<file path="src/rtl/arm7tdmi_fetch.sv">
// ARM7TDMI instruction fetch unit: one outstanding word read feeding a 2-entry prefetch FIFO.
// Define ARM7TDMI_FETCH_THUMB_EN to enable the Thumb halfword stream; otherwise the stream is always ARM.
module arm7tdmi_fetch (
  input  logic        clk,
  input  logic        rst_n,
  input  logic        stall,
  input  logic        flush,
  input  logic [31:0] flush_pc,
  input  logic        thumb_mode,
  output logic        mem_req,
  output logic [31:0] mem_addr,
  input  logic        mem_ready,
  input  logic [31:0] mem_rdata,
  output logic [31:0] instruction,
  output logic [31:0] pc_out,
  output logic        instr_valid
);

  typedef enum logic [1:0] {
    BOOT  = 2'd0,
    FETCH = 2'd1,
    HOLD  = 2'd2
  } state_t;

  state_t      state_q, state_d;
  logic [31:0] fetch_pc_q, fetch_pc_d;
  logic [1:0]  count_q, count_d;
  logic        head_q, head_d;

  logic [31:0] word_mem  [2];
  logic [31:0] pc_mem    [2];
  logic        thumb_mem [2];

  logic        thumb_eff;
  logic        push;
  logic        pop;
  logic        wr_idx;
  logic [31:0] pc_inc;
  logic [31:0] flush_target;

`ifdef ARM7TDMI_FETCH_THUMB_EN
  assign thumb_eff    = thumb_mode;
  assign flush_target = thumb_mode ? {flush_pc[31:1], 1'b0} : {flush_pc[31:2], 2'b00};
`else
  logic unused_thumb_mode;
  assign unused_thumb_mode = thumb_mode;
  assign thumb_eff         = 1'b0;
  assign flush_target      = {flush_pc[31:2], 2'b00};
`endif

  assign pc_inc      = thumb_eff ? 32'd2 : 32'd4;
  assign mem_addr    = {fetch_pc_q[31:2], 2'b00};
  assign instr_valid = (count_q != 2'd0);
  // With two entries the free slot sits one past the head only when exactly one is occupied.
  assign wr_idx      = head_q ^ count_q[0];

  always_comb begin
    // NOTE: every combinational output gets a default first so no path can infer a latch.
    state_d    = state_q;
    fetch_pc_d = fetch_pc_q;
    count_d    = count_q;
    head_d     = head_q;
    mem_req    = 1'b0;
    push       = 1'b0;
    pop        = 1'b0;

    unique case (state_q)
      BOOT:    state_d = FETCH;
      FETCH:   mem_req = 1'b1;
      HOLD:    mem_req = 1'b0;
      default: state_d = BOOT;
    endcase

    if (flush) begin
      // Redirect wins over everything, including a request still waiting on memory.
      mem_req    = 1'b0;
      count_d    = 2'd0;
      head_d     = 1'b0;
      fetch_pc_d = flush_target;
      state_d    = FETCH;
    end else begin
      push    = mem_req && mem_ready;
      pop     = instr_valid && !stall;
      count_d = count_q + {1'b0, push} - {1'b0, pop};
      head_d  = head_q ^ pop;
      if (push) begin
        fetch_pc_d = fetch_pc_q + pc_inc;
      end
      if (state_q == FETCH && count_d == 2'd2) begin
        state_d = HOLD;
      end else if (state_q == HOLD && count_d != 2'd2) begin
        state_d = FETCH;
      end
    end
  end

  always_ff @(posedge clk or negedge rst_n) begin
    if (!rst_n) begin
      state_q    <= BOOT;
      fetch_pc_q <= 32'h0000_0000;
      count_q    <= 2'd0;
      head_q     <= 1'b0;
    end else begin
      // NOTE: state registers use non-blocking assignments so all flops update from pre-edge values.
      state_q    <= state_d;
      fetch_pc_q <= fetch_pc_d;
      count_q    <= count_d;
      head_q     <= head_d;
    end
  end

  // NOTE: FIFO storage is not reset; outputs are masked by occupancy, which is reset.
  always_ff @(posedge clk) begin
    if (push) begin
      word_mem[wr_idx]  <= mem_rdata;
      pc_mem[wr_idx]    <= fetch_pc_q;
      thumb_mem[wr_idx] <= thumb_eff;
    end
  end

  always_comb begin
    instruction = 32'h0000_0000;
    pc_out      = 32'h0000_0000;
    if (instr_valid) begin
      pc_out = pc_mem[head_q];
      if (!thumb_mem[head_q]) begin
        instruction = word_mem[head_q];
      end else if (pc_mem[head_q][1]) begin
        instruction = {16'h0000, word_mem[head_q][31:16]};
      end else begin
        instruction = {16'h0000, word_mem[head_q][15:0]};
      end
    end
  end

endmodule
</file>
<file path="config.mk">
export PLATFORM = sky130hd
export DESIGN_NAME = arm7tdmi_fetch
export DESIGN_NICKNAME = d
export VERILOG_FILES = /design/src/rtl/arm7tdmi_fetch.sv
export SDC_FILE = /design/constraint.sdc
export NUM_CORES = 1
export LEC_CHECK = 0
export CAP_MARGIN = 25
export CORE_UTILIZATION = 45
export DETAILED_ROUTE_END_ITERATION = 12
export PLACE_DENSITY_LB_ADDON = 0.2
export SYNTH_ARGS = -nofsm -noshare
export SYNTH_HDL_FRONTEND = slang
export SYNTH_SLANG_ARGS = --single-unit
</file>
<file path="constraint.sdc">
create_clock -name clk -period 9.45 [get_ports clk]
set_input_delay 1.89 -clock clk [delete_from_list [all_inputs] [get_ports clk]]
set_output_delay 1.89 -clock clk [all_outputs]
set_load 0.005 [all_outputs]
</file>
* Yosys cells after proc, flatten, opt, wreduce, memory -nomap -nowiden
Memory sizes are Yosys's and may differ from the RTL's.
Cells that the tools add are included.
W data, S select, Z words.
** Storage, ports and cells
- Memory bits (writable) :: 128
- Memories kept :: 2
- Register bits after elaboration :: 37
- Logic and storage cells :: 42
- Latch bits :: 0
- Bits of input ports :: 70
- Output and inout bits :: 98
- Memory bits (read-only) :: 0
** Memories
- pc_mem :: words 2, width 32, read ports 1, clocked after memory_dff 0, wr ports 1, line 31 : logic [31:0] pc_mem [2];
- word_mem :: words 2, width 32, read ports 1, clocked after memory_dff 0, wr ports 1, line 30 : logic [31:0] word_mem [2];
** Operators by class
- Divide/modulo/power cells :: 0
- Shift-type cells :: 0
- Equal/unequal tests :: 5
- Muxes and demuxes :: 17
- Add/sub/neg operators :: 3
- Reduce and logical (&&, ||, !) cells :: 9
- Magnitude comparators :: 0
- Multipliers :: 0
- Bitwise logic cells :: 2
** Operator list (count)
- $mux W32 :: 5
- $add A32 B3 Y32 const B :: 1
- $mux W16 :: 1
- $mux W2 :: 4
- $mux W1 :: 6
- $eq A2 B2 Y1 const B :: 2
- $logic_and A1 B1 Y1 :: 4
- $ne A4 B1 Y1 const B :: 1
- $pmux W2 S2 :: 1
- $reduce_bool A2 Y1 :: 2
- $add A2 B1 Y2 :: 1
- $eq A2 B1 Y1 const B :: 1
- $logic_not A2 Y1 :: 1
- $ne A2 B2 Y1 const B :: 1
- $reduce_or A2 Y1 :: 1
- $sub A2 B1 Y2 :: 1
- $xor A1 B1 Y1 :: 2
- $logic_not A1 Y1 :: 1

* Depth between registers and ports, before layout
Gate-level depths: netlist (run 1).
- Word-level depth :: 10
- Depth in mapped cells :: 10
- Gate-level depth less buffers :: 10

* Least setup slack after synthesis (run 1)
No wires, ideal clock.
- Kind :: input port to flip-flop
- From :: input flush
- To :: memory pc_mem[1][10] (enable)
- Path buffers :: 2
- Arrival time :: 6.854 ns
- Cell stages on the path :: 3
- Path slack :: 2.025 ns
- Library setup time :: 0.571 ns
- Data required time :: 8.879 ns
- Cells stage by stage :: clkbuf_1 > clkbuf_1 > nor3b_1
** On the way
- Word-level cells in the longest chain between the ends :: 3
** Ends and longest elaborated chain
- start, declared :: line 7 : input logic flush,
- $mux W1 :: line 74 : if (flush) begin
- $mux W1 :: line 114 : if (push) begin
- $mux W1
- end, declared :: line 31
No other way between the ends.

* Worst setup path in the final report (run 1)
- From :: input flush
- To :: output mem_req
** On the way
- Word-level cells in the longest chain between the ends :: 1
** Ends and longest elaborated chain
- $mux W1 :: line 74
- end, declared :: line 10 : output logic mem_req,
No other way between the ends.

==> reports/summary.txt, run 1 <==
R2R Setup Slk: 6610 ps
Port Buffers: 160
fraction of registers with async set/reset: 22.0%
P per Cell Area: 253 nW/um^2
Routed Antenna Nets: 0
Yosys warnings: 0
Detailed Routing Iterations Pass 1: 4
Slew headroom: 44.9%
clk slew on worst S/H paths: 60 ps
cell accounting for the most synthesized area: edfxtp_1
Period minus WS final: 5180 ps
Initial Util: 46.4%
Crit Reg-Reg Startpoint: head_q$_DFF_PN0_
Mapped Cells: 506
Syn-to-layout area delta: 34.8%
Crit path largest cell delay: 530 ps
crit-path max FO: 37
CP Data Arrival Time: 3290 ps
vias in the first global route: 4480
CTS tree: built
Wirelength per Cell: 17.2 um
Peak VDD IR: 133 uV
status: complete, no violations
top cells by area, synth: edfxtp_1 (55%), dfrtp_1 (13%), mux2i_1 (9.5%)
root buffer cell: clkbuf_16
Primary FF master, synth: edfxtp_1
Detail Placement HPWL: 9.70 mm
Setup Fix Bufs, Post-CTS: 0
Worst EP required: 7560 ps
post-layout util: 62.6%
CP Buf/Inv Count: 3
Seq cells post-synth: 159
Fmax: 0.193 GHz
gr ovfl total: 0
first-pass GRT wire length: 23.6 mm
crit path cell chain: clkdlybuf4s50_1 > buf_4 > nor2b_1 > clkdlybuf4s50_1
Avg Inst Size Synth: 13.4 um^2
area of the die: 15500 um^2
setup_tns: 0 ps
most frequent cell after synthesis: edfxtp_1
Fill cells: 1142
H-tree levels: 4
# IOs: 168
Seq/Total Area, Yosys: 67.9%
family with the most delay on the worst path: buffers and inverters
Fin. Hold Viols: 0
area of the mapped netlist: 6770 um^2
initial antenna violation count: 0
drt initial violations: 365
MaxCap Viol Count: 0
Fin Clk Skew: 6.96 ps
slowest stage cell, crit path: clkdlybuf4s50_1
CTS buffer count: 17
Slew Viols, Final: 0
Crit. Startpoint: flush
hold crit path type: reg2reg
largest net degree at the start of global routing: 58
area of the core: 14600 um^2
# hold bufs at CTS: 0
Tot GR Track Use: 19.5%
Clk Latency, worst-skew pair: 420 ps
worst hold start: fetch_pc_q[29]$_DFFE_PN0N_
layout cell share with drive strength beyond 1: 6.52%
gpl congestion: 0.767
critical path type: in2out
via-per-instance ratio: 5.33
final net count: 738
Post-synth EDFFs: 124
post-CTS sizing: 0
antenna cell count: 0
Leak: 0.00314 uW
Die W: 125 um
list of most frequent post-synthesis cells: edfxtp_1 (124), nor2_1 (84), mux2i_1 (64)
Remaining DRCs: 0
Least-Margin Pin Slew: 826 ps
CTS Sinks: 159
DIE HEIGHT: 125 um
RSZ-0062 raised after global routing: no
deepest clock path buffer count: 2
share of the synthesized area in the top cell type: 55.0%
CP endpoint kind: output port
final cycle utilization of the critical path: 54.8%
vias: 4581
post-synth cell types: 34
CP Launch Type: input port
Final setup viols: 0
CP dominant cell by count: clkdlybuf4s50_1
DRT Wirelength: 14.8 mm
Std-Cell Rows: 44
==> state kept, by name, summed over array words and instances, names as in the netlist <==
name / cells
fetch_pc_q: 30
pc_mem: 60
word_mem: 64
count_q: 2
head_q: 1
state_q: 2
==> routing by layer <==
layer / vias up / share of wire [%] / track usage [%]
li1: 2199 / - / -
met1: 2230 / 44 / 25.3
met2: 138 / 50 / 32.0
met3: 14 / 4.8 / 4.34
met4: 0 / 1.4 / 7.30
met5: - / 0 / 0
==> per-stage QoR <==
stage / hold slack, ps / power (uW) / cell area (um^2) / setup WS (ps) / std cells
after detailed placement: 556 / 1680 / 8530 / 4270 / 826
final: 570 / 2310 / 9130 / 4270 / 859
after global routing: 606 / 2430 / 9130 / 4190 / 859
after CTS: 574 / 2340 / 9100 / 4260 / 858
after global placement: 541 / 1660 / 8510 / 4300 / 825
after floorplan: 499 / 1290 / 6780 / 2020 / 509
==> placed cells by master, fill, tap and decap left out, drive strengths merged, types with 2 or more instances in the layout <==
master	netlist	routed
ha	6	6
and4	3	3
nand3	16	16
dfrtp	35	35
nor3b	2	2
buf	9	7
clkdlybuf4s50	0	159
clkbuf	23	18
mux2i	64	64
clkinvlp	0	4
o31ai	14	14
nor2	84	84
o211ai	5	5
nor3	3	3
o21ai	11	11
xor2	7	7
nand4	10	10
clkinv	0	4
a31oi	16	16
and3	2	2
nand2	27	27
xnor2	5	5
nor2b	2	2
nor4	3	3
edfxtp	124	124
conb	1	4
or4	21	21
inv	8	13
==> area by class of cell <==
cell class	instances	area, um^2	share of cell area (%)
Tap cell	184	230	2.52
Timing Repair Buffer	166	1670	18.3
Sequential cell	159	4600	50.4
Clock inverter	14	133	1.45
Clock buffer	18	439	4.81
Multi-Input combinational cell	310	2020	22.1
Inverter	8	30.0	0.329
==> cell families after synthesis <==
kind of cell               Yosys count  share of synthesized area [%]
buffers and inverters               40                           2.66
muxes                               64                           9.46
and+or+nand+nor                    175                           12.4
xor gates and xnor gates            12                           1.55
other                                1                         0.0554
adders and majority gates            6                           1.11
AOI/OAI and AO/OA                   49                           4.82
DFF                                159                           67.9
==> worst paths after layout <==
path	endpoint	cells after the start
max	mem_req	4
min	pc_mem[0][29]$_DFFE_PP_	0
max reg2reg	word_mem[1][3]$_DFFE_PP_	3
min reg2reg	pc_mem[0][29]$_DFFE_PP_	0
max in group asynchronous	head_q$_DFF_PN0_	1
min in group asynchronous	fetch_pc_q[26]$_DFFE_PN0N_	1
==> worst reg2reg max path, cell delays in order, from the launching register on <==
cell and delay, ps:
dfrtp_4 850, xor2_1 270, nor3b_2 580, buf_4 740
==> power by group <==
part	switching (uW)	total, uW	internal [uW]
logic	320	705	385
registers	78.0	952	874
clock network	279	652	374
total	677	2310	1630
Power figures use the tool's default switching activity.
==> inputs of run 2 (changes only) <==
clock period = 4.7 ns   (was 9.45 ns; I/O delays follow)
==> run 2 against run 1 <==
Effect of this change: global-route usage increased by 0.12 points; clock power increased by 140%; non-clock buffer count increased by 1; total power increased by 110%; sequential cell count unchanged; clock skew increased by 3.8 ps; wire length increased by 0.51%; worst setup slack got worse by 3000 ps; critical path depth decreased by 1; sequential share of layout area decreased by 0.69 points; critical path type unchanged; critical endpoint unchanged; largest power group unchanged.
==> reports/summary.txt, run 2 (same netlist as run 1, synthesis figures left out) <==
cell count of the worst reg-to-reg path: 3 (unchanged)
Final setup viols: 0 (unchanged)
hold-critical path depth: 0 (unchanged)
CP Buf/Inv Count: 2 (-1)
Tot GR Track Use: 19.6% (+0.12 points)
family with the most delay on the worst path: buffers and inverters
Wirelength per Cell: 17.3 um (+0.40%)
CTS Sinks: 159 (unchanged)
root buffer cell: clkbuf_16
Leak: 0.00321 uW (+2.2%)
post-layout util: 63.4% (+0.87 points)
initial antenna violation count: 0 (unchanged)
Slew headroom: 39.8% (-5.1 points)
Top Registers: word_mem: 64 flops, pc_mem: 60 flops, fetch_pc_q: 30 flops
Fill cells: 1110 (-2.8%)
Initial Util: 46.4% (unchanged)
first-pass GRT wire length: 23.5 mm (-0.14%)
clk slew on worst S/H paths: 60 ps (about the same)
layout cell share with drive strength beyond 1: 6.51% (-0.0096 points)
gpl congestion: 0.797 (+3.9%)
DIE HEIGHT: 125 um (unchanged)
CP Data Arrival Time: 2540 ps (-750 ps)
area of the core: 14600 um^2 (unchanged)
CTS tree: built
H-tree levels: 4 (unchanged)
final net count: 739 (+0.14%)
P per Cell Area: 530 nW/um^2 (+110%)
Crit. Startpoint: flush
commonest non-fill, non-tap cell in the layout: clkdlybuf4s50_1
Crit path largest cell delay: 760 ps (+230 ps)
Met1 Wirelength: 6.75 mm (+3.6%)
highest routed layer: met4
slowest stage cell, crit path: clkdlybuf4s50_1
Peak VDD IR: 250 uV (+88%)
Fin Clk Skew: 10.8 ps (+3.83 ps)
Setup Fix Bufs, Post-CTS: 0 (unchanged)
Worst EP required: 3760 ps (-3800 ps)
CP Launch Type: input port
routed length on met2: 7.22 mm (-1.8%)
Detailed Routing Iterations Pass 1: 4 (unchanged)
CP dominant cell by count: clkdlybuf4s50_1
CTS buffer count: 17 (unchanged)
hold crit path type: reg2reg
vias: 4558 (-0.50%)
crit-path max FO: 19 (-49%)
Slew Viols, Final: 0 (unchanged)
DRT Wirelength: 14.9 mm (+0.51%)
Least-Margin Pin Slew: 903 ps (+77.0 ps)
setup_tns: 0 ps (unchanged)
gr ovfl total: 0 (unchanged)
Die W: 125 um (unchanged)
status: complete, no violations
Remaining DRCs: 0 (unchanged)
Syn-to-layout area delta: 36.7%
crit path cell chain: clkdlybuf4s50_1 > nor2b_1 > clkdlybuf4s50_1
worst hold start: fetch_pc_q[29]$_DFFE_PN0N_
CP endpoint kind: output port
WHS Endpoint: pc_mem[1][29]$_DFFE_PP_
Largest register FFs: 64 (unchanged)
# hold bufs at CTS: 0 (unchanged)
Fin. Hold Viols: 0 (unchanged)
DR WL met3: 774 um (+9.8%)
R2R Setup Slk: 2180 ps (-4430 ps)
Crit Reg-Reg Startpoint: head_q$_DFF_PN0_
post-CTS sizing: 0 (unchanged)
vias in the first global route: 4414 (-1.5%)
Detail Placement HPWL: 9.62 mm (-0.76%)
largest net degree at the start of global routing: 63 (+8.6%)
Fmax: 0.288 GHz
area of the die: 15500 um^2 (unchanged)
MaxCap Viol Count: 0 (unchanged)
Largest Register: word_mem
Clk Latency, worst-skew pair: 430 ps (about the same)
RSZ-0062 raised after global routing: no
commonest non-fill, non-tap cells in the layout: clkdlybuf4s50_1 (159), edfxtp_1 (124), nor2_1 (83)
deepest clock path buffer count: 2 (unchanged)
Port Buffers: 160 (unchanged)
final instance area: 9260 um^2 (+1.4%)
antenna cell count: 0 (unchanged)
Routed Antenna Nets: 0 (unchanged)
Std-Cell Rows: 44 (unchanged)
Period minus WS final: 3480 ps
final cycle utilization of the critical path: 73.9%
# IOs: 168 (unchanged)
capturing point of the worst reg2reg path: pc_mem[1][22]$_DFFE_PP_
drt initial violations: 345 (-5.5%)
critical path type: in2out
via-per-instance ratio: 5.30 (-0.62%)
placed inst area: 8560 um^2 (+0.32%)
run 2: through the flow:
step | total power (uW) | setup WS (ps) | instances | hold slack (ps)
2_1_floorplan | 2580 | 432 | 509 | 499
3_3_place_gp | 3360 | 1210 | 826 | 537
3_5_place_dp | 3400 | 1230 | 827 | 556
4_1_cts | 4960 | 1220 | 859 | 572
5_1_grt | 5140 | 1110 | 860 | 595
6_report | 4900 | 1220 | 860 | 569
run 2: final cells by class:
class                      count  area (um^2)  area share (%)
timing repair buffer         167         1690            18.3
clock inverter                11          210            2.27
clock buffer                  21          460            4.97
inverter                       8         30.0           0.324
tap                          184          230            2.49
sequential                   159         4600            49.7
multi-input combinational    310         2030            22.0
run 2: worst max-delay path by stage:
stage                                    endpoint  slack [ps]  depth (start not counted)
after CTS                                 mem_req        1220                          3
after detailed placement                  mem_req        1230                          3
after global placement                    mem_req        1210                          3
after global routing                   pc_out[17]        1110                          4
final                                     mem_req        1220                          3
after floorplan           pc_mem[1][10]$_DFFE_PP_         430                          3
run 2: report_power, final:
| part | internal, uW | switching (uW) | total, uW |
|---|---|---|---|
| clock network | 1020 | 534 | 1550 |
| registers | 1760 | 150 | 1910 |
| logic | 786 | 656 | 1440 |
| total | 3560 | 1340 | 4900 |
run 2: routing by layer:
metal / vias to the layer above / global-route usage, %
met5: - / 0
met3: 7 / 5.41
met1: 2206 / 27.0
met2: 137 / 30.6
met4: 0 / 5.46
li1: 2208 / -
==> inputs of run 3 (changes only) <==
clock period = 3.2 ns   (was 4.7 ns; I/O delays follow)
==> run 3 against run 2 <==
Effect of this change: clock skew shrank 3.5 ps; worst setup slack lost 960 ps; critical path depth is 1 higher; die area is the same; via count increased by 1.8%; wire length barely moved; global-route usage up 0.36 points; final area is 0.18% lower; largest power group unchanged; final cell count up 0.47%.
==> reports/summary.txt, run 3 (same netlist as run 1, synthesis figures left out) <==
largest net degree at the start of global routing: 63 (unchanged)
Fmax: 0.341 GHz
Tot GR Track Use: 20.0% (+0.36 points)
pre-CTS setup slack: 418 ps (-809 ps)
Setup Fix Bufs, Post-CTS: 0 (unchanged)
Wirelength per Cell: 17.2 um (-0.47%)
Clk Latency, worst-skew pair: 420 ps (about the same)
DRT Wirelength: 14.9 mm (about the same)
post-layout util: 63.3% (-0.11 points)
Fin. Hold Viols: 0 (unchanged)
Fin Clk Skew: 7.32 ps (-3.47 ps)
CTS Sinks: 159 (unchanged)
vias: 4640 (+1.8%)
antenna cell count: 0 (unchanged)
non-filler cells in the finished layout: 864 (+0.47%)
first-pass GRT wire length: 24.1 mm (+2.5%)
final cycle utilization of the critical path: 91.6%
Peak VDD IR: 371 uV (+49%)
CP Launch Type: flop
initial antenna violation count: 0 (unchanged)
final net count: 743 (+0.54%)
Port Buffers: 160 (unchanged)
Routed Antenna Nets: 0 (unchanged)
CP endpoint kind: output port
placed cells: 832 (+0.60%)
CP Data Arrival Time: 2290 ps (-250 ps)
Period minus WS final: 2930 ps
Top Registers: word_mem: 64 flops, pc_mem: 60 flops, fetch_pc_q: 30 flops
critical path type: reg2out
deepest clock path buffer count: 2 (unchanged)
Detail Placement HPWL: 9.56 mm (-0.60%)
Detailed Routing Iterations Pass 1: 4 (unchanged)
area of the die: 15500 um^2 (unchanged)
clk slew on worst S/H paths: 60 ps (about the same)
Syn-to-layout area delta: 36.5%
crit-path max FO: 26 (+7)
hold_ws: 316 ps (-252 ps)
hold crit path type: in2async
status: complete, no violations
# hold bufs at CTS: 0 (unchanged)
P per Cell Area: 764 nW/um^2 (+44%)
area of the core: 14600 um^2 (unchanged)
post-CTS sizing: 0 (unchanged)
DIE HEIGHT: 125 um (unchanged)
drt initial violations: 385 (+12%)
Final WS setup: 268 ps (-956 ps)
MaxCap Viol Count: 0 (unchanged)
RSZ-0062 raised after global routing: no
Largest Register: word_mem
H-tree levels: 4 (unchanged)
Least-Margin Pin Slew: 830 ps (-73.2 ps)
setup_tns: 0 ps (unchanged)
Leak: 0.00321 uW (-0.19%)
# IOs: 168 (unchanged)
layout cell share with drive strength beyond 1: 6.76% (+0.26 points)
Worst EP required: 2560 ps (-1200 ps)
Remaining DRCs: 0 (unchanged)
Slew Viols, Final: 0 (unchanged)
root buffer cell: clkbuf_16
gpl congestion: 0.751 (-5.8%)
Die W: 125 um (unchanged)
vias in the first global route: 4726 (+7.1%)
gr ovfl total: 0 (unchanged)
Initial Util: 46.4% (unchanged)
Final setup viols: 0 (unchanged)
CTS tree: built
CTS buffer count: 17 (unchanged)
commonest non-fill, non-tap cells in the layout: clkdlybuf4s50_1 (159), edfxtp_1 (124), nor2_1 (83)
commonest non-fill, non-tap cell in the layout: clkdlybuf4s50_1
R2R Setup Slk: 760 ps (-1420 ps)
via-per-instance ratio: 5.37 (+1.3%)
Std-Cell Rows: 44 (unchanged)
Largest register FFs: 64 (unchanged)
Slew headroom: 44.7% (+4.9 points)
==> run 3: cell count changes in the layout (fill, tap and decap cells not counted) <==
cell        change
clkinv_1        +1
bufinv_16       -2
clkinvlp_4      -1
clkbuf_8        -1
buf_12          +4
clkbuf_1        +1
buf_16          -2
buf_4           +2
clkinv_4        +2
==> run 3: area by class of cell <==
type	instances	area, um^2
Clock buffer	21	450
Tap cell	184	230
Inverter	8	30.0
Timing Repair Buffer	171	1730
Clock inverter	11	164
Multi-Input combinational cell	310	2030
Sequential cell	159	4600
Fill cell	1146	5350
==> run 3: power by group <==
group          switching [uW]  internal (uW)  total [uW]
registers                 209           2580        2790
logic                     978           1200        2180
clock network             772           1320        2090
==> run 3: final timing paths <==
path                                             from                    endpoint  cells past startpoint
hold reg to reg            fetch_pc_q[29]$_DFFE_PN0N_     pc_mem[1][29]$_DFFE_PP_                      0
hold / removal                                  rst_n  fetch_pc_q[26]$_DFFE_PN0N_                      1
max in group asynchronous                       rst_n            head_q$_DFF_PN0_                      1
min in group clk           fetch_pc_q[29]$_DFFE_PN0N_     pc_mem[1][29]$_DFFE_PP_                      0
setup reg to reg                 count_q[0]$_DFF_PN0_      state_q[1]$_DFFE_PN0P_                      9
setup / recovery                     head_q$_DFF_PN0_                  pc_out[10]                      4
==> run 3: critical path, cell delays in order, from the launching register on <==
cell             delay [ps]
dfrtp_4                 720
buf_4                   380
mux2i_1                 240
nor2_1                   50
clkdlybuf4s50_1         460
==> run 3: metal layers <==
layer,share of wire [%],up-vias,routed length (um),track usage [%]
met5,0,-,0,0
met1,43,2260,6450,25.4
met4,1.3,0,194,7.02
met2,50,146,7470,33.4
met3,4.9,18,734,4.81
li1,-,2216,-,-
==> run 3: metrics by stage <==
step           power, uW  area, um^2
3_3_place_gp        4990        8620
4_1_cts             7140        9240
3_5_place_dp        5040        8620
6_report            7060        9240
2_1_floorplan       3790        6800
5_1_grt             7410        9240
